## src/rtl/writeback_queue.sv

```systemverilog
// In-order writeback FIFO between result producers and the register file.
// Show-ahead head output plus combinational pending lookups for the decode stage.
module writeback_queue #(
    parameter int DEPTH  = 4,
    parameter int ADDR_W = 5,
    parameter int DATA_W = 32
) (
    input  logic                     clk,
    input  logic                     rst_n,
    input  logic                     in_valid,
    output logic                     in_ready,
    input  logic [ADDR_W-1:0]        in_register,
    input  logic [DATA_W-1:0]        in_data,
    input  logic                     flush,
    output logic                     reg_write,
    output logic [ADDR_W-1:0]        write_register,
    output logic [DATA_W-1:0]        write_data,
    input  logic                     wr_ready,
    input  logic [ADDR_W-1:0]        check_register1,
    input  logic [ADDR_W-1:0]        check_register2,
    output logic                     pending1,
    output logic                     pending2,
    output logic [$clog2(DEPTH):0]   count
);
    localparam int PTR_W = $clog2(DEPTH);
    localparam int CNT_W = PTR_W + 1;

    logic [ADDR_W-1:0] reg_mem  [DEPTH];
    logic [DATA_W-1:0] data_mem [DEPTH];
    logic [PTR_W-1:0]  rd_ptr, wr_ptr;
    logic              store, dequeue;
    logic [DEPTH-1:0]  hit1, hit2;

    // Writes to r0 complete the handshake but are never queued.
    assign in_ready       = count < CNT_W'(DEPTH);
    assign store          = in_valid && in_ready && (in_register != '0) && !flush;
    assign reg_write      = count != '0;
    assign dequeue        = reg_write && wr_ready;
    assign write_register = reg_write ? reg_mem[rd_ptr]  : '0;
    assign write_data     = reg_write ? data_mem[rd_ptr] : '0;

    // An entry is live when its distance from the head is below count.
    for (genvar i = 0; i < DEPTH; i++) begin : g_entry
        logic [PTR_W-1:0] offset;
        logic             live;
        assign offset  = PTR_W'(i) - rd_ptr;
        assign live    = {1'b0, offset} < count;
        assign hit1[i] = live && (reg_mem[i] == check_register1);
        assign hit2[i] = live && (reg_mem[i] == check_register2);
    end

    assign pending1 = (check_register1 != '0) && (|hit1);
    assign pending2 = (check_register2 != '0) && (|hit2);

    always_ff @(posedge clk or negedge rst_n) begin
        if (!rst_n) begin
            rd_ptr <= '0;
            wr_ptr <= '0;
            count  <= '0;
        end else if (flush) begin
            rd_ptr <= '0;
            wr_ptr <= '0;
            count  <= '0;
        end else begin
            if (store)   wr_ptr <= wr_ptr + PTR_W'(1);
            if (dequeue) rd_ptr <= rd_ptr + PTR_W'(1);
            if (store && !dequeue)      count <= count + CNT_W'(1);
            else if (!store && dequeue) count <= count - CNT_W'(1);
        end
    end

    always_ff @(posedge clk) begin
        if (store) begin
            reg_mem[wr_ptr]  <= in_register;
            data_mem[wr_ptr] <= in_data;
        end
    end
endmodule

```

## config.mk

```make
export PLATFORM = sky130hd
export DESIGN_NAME = writeback_queue
export DESIGN_NICKNAME = d
export VERILOG_FILES = /design/src/rtl/writeback_queue.sv
export SDC_FILE = /design/constraint.sdc
export NUM_CORES = 1
export LEC_CHECK = 0
export BUFFER_PORTS_ARGS = -buffer_cell sky130_fd_sc_hd__buf_2
export CORE_MARGIN = 2
export CORE_UTILIZATION = 53
export CTS_BUF_LIST = sky130_fd_sc_hd__clkbuf_8
export CTS_CLUSTER_DIAMETER = 200
export DETAILED_ROUTE_END_ITERATION = 6
export PLACE_DENSITY = 0.78
export SLEW_MARGIN = 20
export SYNTH_ARGS = -nofsm -noshare
export SYNTH_HDL_FRONTEND = slang
export SYNTH_SLANG_ARGS = --single-unit
```

## constraint.sdc

```tcl
create_clock -name clk -period 2.4 [get_ports clk]
set_clock_uncertainty 0.15 [all_clocks]
set_input_delay 0.36 -clock clk [delete_from_list [all_inputs] [get_ports clk]]
set_output_delay 0.36 -clock clk [all_outputs]
set_load 0.005 [all_outputs]
```

==> results by group <==
CTS
  – Worst skew pair latency: 0.44 ns
  – CTS tree: yes
  – Clk slew on worst S/H paths: 0.09 ns
  – CTS buffer count: 17
  – Clock sinks: 155
  – CTS root buffer: clkbuf_8
  – CTS H-tree lvls: 4
  – CTS max path bufs: 2

Yosys
  – Post-synthesis xor/xnor area fraction: 6.14%
  – Synthesized instance count: 373
  – Synth Area in Compound Gates: 1.38%
  – Adder-Cell Fraction of Synth Area: 1.80%
  – Main combinational cell family by area after synthesis: multiplexers
  – Mapped Area: 0.00669 mm²
  – Syn_nets: 434
  – Netlist cell types: 31
  – Simple-gate area share of the yosys netlist: 7.18%
  – Syn Area/Cell: 17.9 µm²
  – Ys Warns: 0
  – Flops & latches, synth: 155
  – Sequential share of the synthesized area: 69.1%
  – Post-synthesis mux area share: 12.6%
  – Area leader, netlist: edfxtp_1
  – Synth area leaders: edfxtp_1 66%, mux4_2 12%, and2_1 3.9%, xnor2_1 3.7%, dfrtp_1 2.6%
  – Area fraction of the dominant cell type after synthesis: 66.4%

Final layout
  – Syn-to-layout area delta: 31.0%
  – Non-filler instance count after layout: 711
  – Share of cells above drive strength 1: 44.7%
  – Final design utilization: 70.3%
  – Flip-flop and latch area: 0.00462 mm²
  – NumNets Final: 587
  – Area of the multi-input gates: 0.00209 mm²
  – # fillers: 808
  – ANT cells: 0
  – Design area: 0.00876 mm²

GRT
  – First-pass GRT wire length: 21.6 mm
  – Global routing usage on met3: 5.76%
  – Number of global-route vias before repair: 4017
  – Gr usage total: 22.3%
  – Top Usage Layer GRT: met2
  – Met2 Use GR: 37.3%
  – M1 GR Usage: 28.6%
  – Largest net degree at the start of global routing: 41
  – Initial antenna violation count: 0
  – GR Overflow Total: 0

STA
  – Fmax: 0.365 GHz
  – Final period utilization: 114%
  – Final Hold Fails: 0
  – Min Tclk post-route: 2.74 ns
  – Final worst setup slack: -0.341 ns
  – Final Setup Violations: 39
  – Final-report max-slew violation count: 0
  – Hold slack: 0.0551 ns
  – Worst-margin pin slew: 0.352 ns
  – RSZ-0062 raised after global routing: true
  – Rel. slew slack: 76.5%

Min path
  – Worst hold stages: 2
  – Hold Crit Start: flush
  – Worst Hold End: rd_ptr[1]$_DFFE_PN0P_
  – Worst hold path class: in -> reg

Worst setup path
  – FF-to-FF Start: count[0]$_DFFE_PN0P_
  – Reg2Reg Depth: 8
  – CP Launch Type: flop
  – Critical path arrival: 2.23 ns
  – CP Max Fanout: 11
  – Worst R2R End: count[2]$_DFFE_PN0P_
  – Critical Path End Type: primary output
  – WS Path Type: reg -> out
  – WP data required: 1.89 ns
  – R2R setup slack: 0.18 ns

Placement
  – Port bufs: 95
  – Routability cong.: 0.972
  – Post-detail-place hpwl: 8.38 mm
  – Placed cell area: 0.00752 mm²
  – Dpl cells: 637

Flow run
  – Max_cap viols: 0

Die
  – Die ar.: 0.0135 mm²
  – Die Y: 116 µm
  – Die width: 116 µm
  – Core ar.: 0.0125 mm²
  – Boundary Pins: 96
  – Starting Density: 53.7%
  – Cell Rows: 41

Detailed routing
  – DR DRC count: 0
  – Routed Wire Length: 14.5 mm
  – DRT iter0 DRCs: 226
  – Via count of the routed design: 3893
  – Initial DRT Pass Iterations: 5
  – Post-route ant nets: 0
  – Average wire per standard cell: 20.5 µm
  – Vias per cell: 5.48

Power
  – Overall power: 8.75 mW
  – Pwr dens: 998 mW/mm²
  – VDD IR max: 656 µV
  – Lkg Pwr: 3.10 nW

Status
  – Violated checks: negative setup slack
  – Status: finished with violations
## critical path: stages (launching register included)
cell       delay, ns
dfrtp_2         0.47
buf_12          0.16
buf_16          0.15
nor2b_1         0.23
o2bb2ai_2       0.11
nor4_1          0.29
nor4_1          0.10
a21oi_1         0.13
buf_2           0.13
## cells in the mapped netlist
library cell,number
o211ai_4,1
o31ai_1,1
buf_2,5
ha_1,8
clkbuf_1,18
nor2_1,10
nor3_1,2
mux2i_1,1
or4_4,1
and2_1,42
buf_1,1
a221oi_1,1
or3_1,1
nor2b_1,1
nor3b_1,2
dfrtp_1,7
xnor2_1,28
a21oi_1,3
fa_1,1
nand3_1,9
nand2b_1,2
nor4_1,10
mux4_2,37
a21boi_0,1
inv_1,7
xor2_1,17
edfxtp_1,148
nand2_1,3
o21a_1,2
xor2_2,1
o2bb2ai_1,2
## how the worst max path moves through the flow
stage                     startpoint                   end  slack [ns]
2_1_floorplan         in_register[0]  count[2]$_DFFE_PN0P_       -0.07
3_3_place_gp          in_register[0]  count[2]$_DFFE_PN0P_       -0.12
3_5_place_dp          in_register[0]  count[2]$_DFFE_PN0P_       -0.19
4_1_cts        rd_ptr[1]$_DFFE_PN0P_              pending1       -0.32
5_1_grt        rd_ptr[1]$_DFFE_PN0P_              pending2       -0.45
6_report       rd_ptr[0]$_DFFE_PN0P_              pending2       -0.34
## cells in the final DEF, fill, tap and decap left out, drive strengths merged, types with 2 or more instances in the layout
cell / count
a21oi: 3
and2: 42
buf: 123
bufinv: 2
clkbuf: 19
clkinv: 5
clkinvlp: 4
dfrtp: 7
dlygate4sd3: 33
edfxtp: 148
ha: 8
inv: 11
mux4: 37
nand2: 3
nand2b: 2
nand3: 9
nor2: 10
nor3: 2
nor3b: 2
nor4: 10
o21a: 2
o2bb2ai: 2
xnor2: 28
xor2: 18
## sequential cells by signal (all words and copies together) (netlist names)
name      cells
rd_ptr        2
count         3
wr_ptr        2
data_mem    128
reg_mem      20
## kinds of logic after synthesis
| logic type | count (synthesis) |
|---|---|
| AOI/OAI and AO/OA | 11 |
| xor gates and xnor gates | 46 |
| adders and majority gates | 9 |
| buffers and inverters | 31 |
| DFF | 155 |
| muxes | 38 |
| and+or+nand+nor | 83 |
## what timing repair did
item / 4_1_cts / 5_1_grt
resized for setup: 54 / 27
setup endpoints to repair: 39 / 40
hold buffers: 33 / 0
buffers inserted: 2 / 1
pin swaps: 8 / 0
endpoints found under the hold margin: 135 / 0
gates cloned: 3 / 3
## cell type report
type | instances | area share, %
Clock buffer | 17 | 2.67
Inverter | 7 | 0.300
Timing Repair Buffer | 158 | 16.3
Tap cell | 172 | 2.46
Sequential cell | 155 | 52.7
Multi-Input combinational cell | 187 | 23.8
Clock inverter | 15 | 1.70
## per-layer routing
layer	wire length, µm	vias up
li1	-	1734
met1	6150	2011
met2	7400	129
met3	801	19
met4	191	0
met5	0	-
## where the power goes
group	switching, mW	leakage, nW	internal (mW)	total [mW]
Combinational	1.51	1.49	2.10	3.61
Clock	0.939	0.183	0.920	1.86
Sequential	0.114	1.43	3.17	3.28
## per-stage QoR
| step | setup WS (ns) | setup TNS, ns |
|---|---|---|
| after floorplan | -0.0662 | -0.0662 |
| after global placement | -0.119 | -0.119 |
| after detailed placement | -0.187 | -0.205 |
| after CTS | -0.319 | -5.12 |
| after global routing | -0.455 | -6.93 |
| final | -0.341 | -4.28 |
Note: power is estimated with default switching activity, not from simulation.
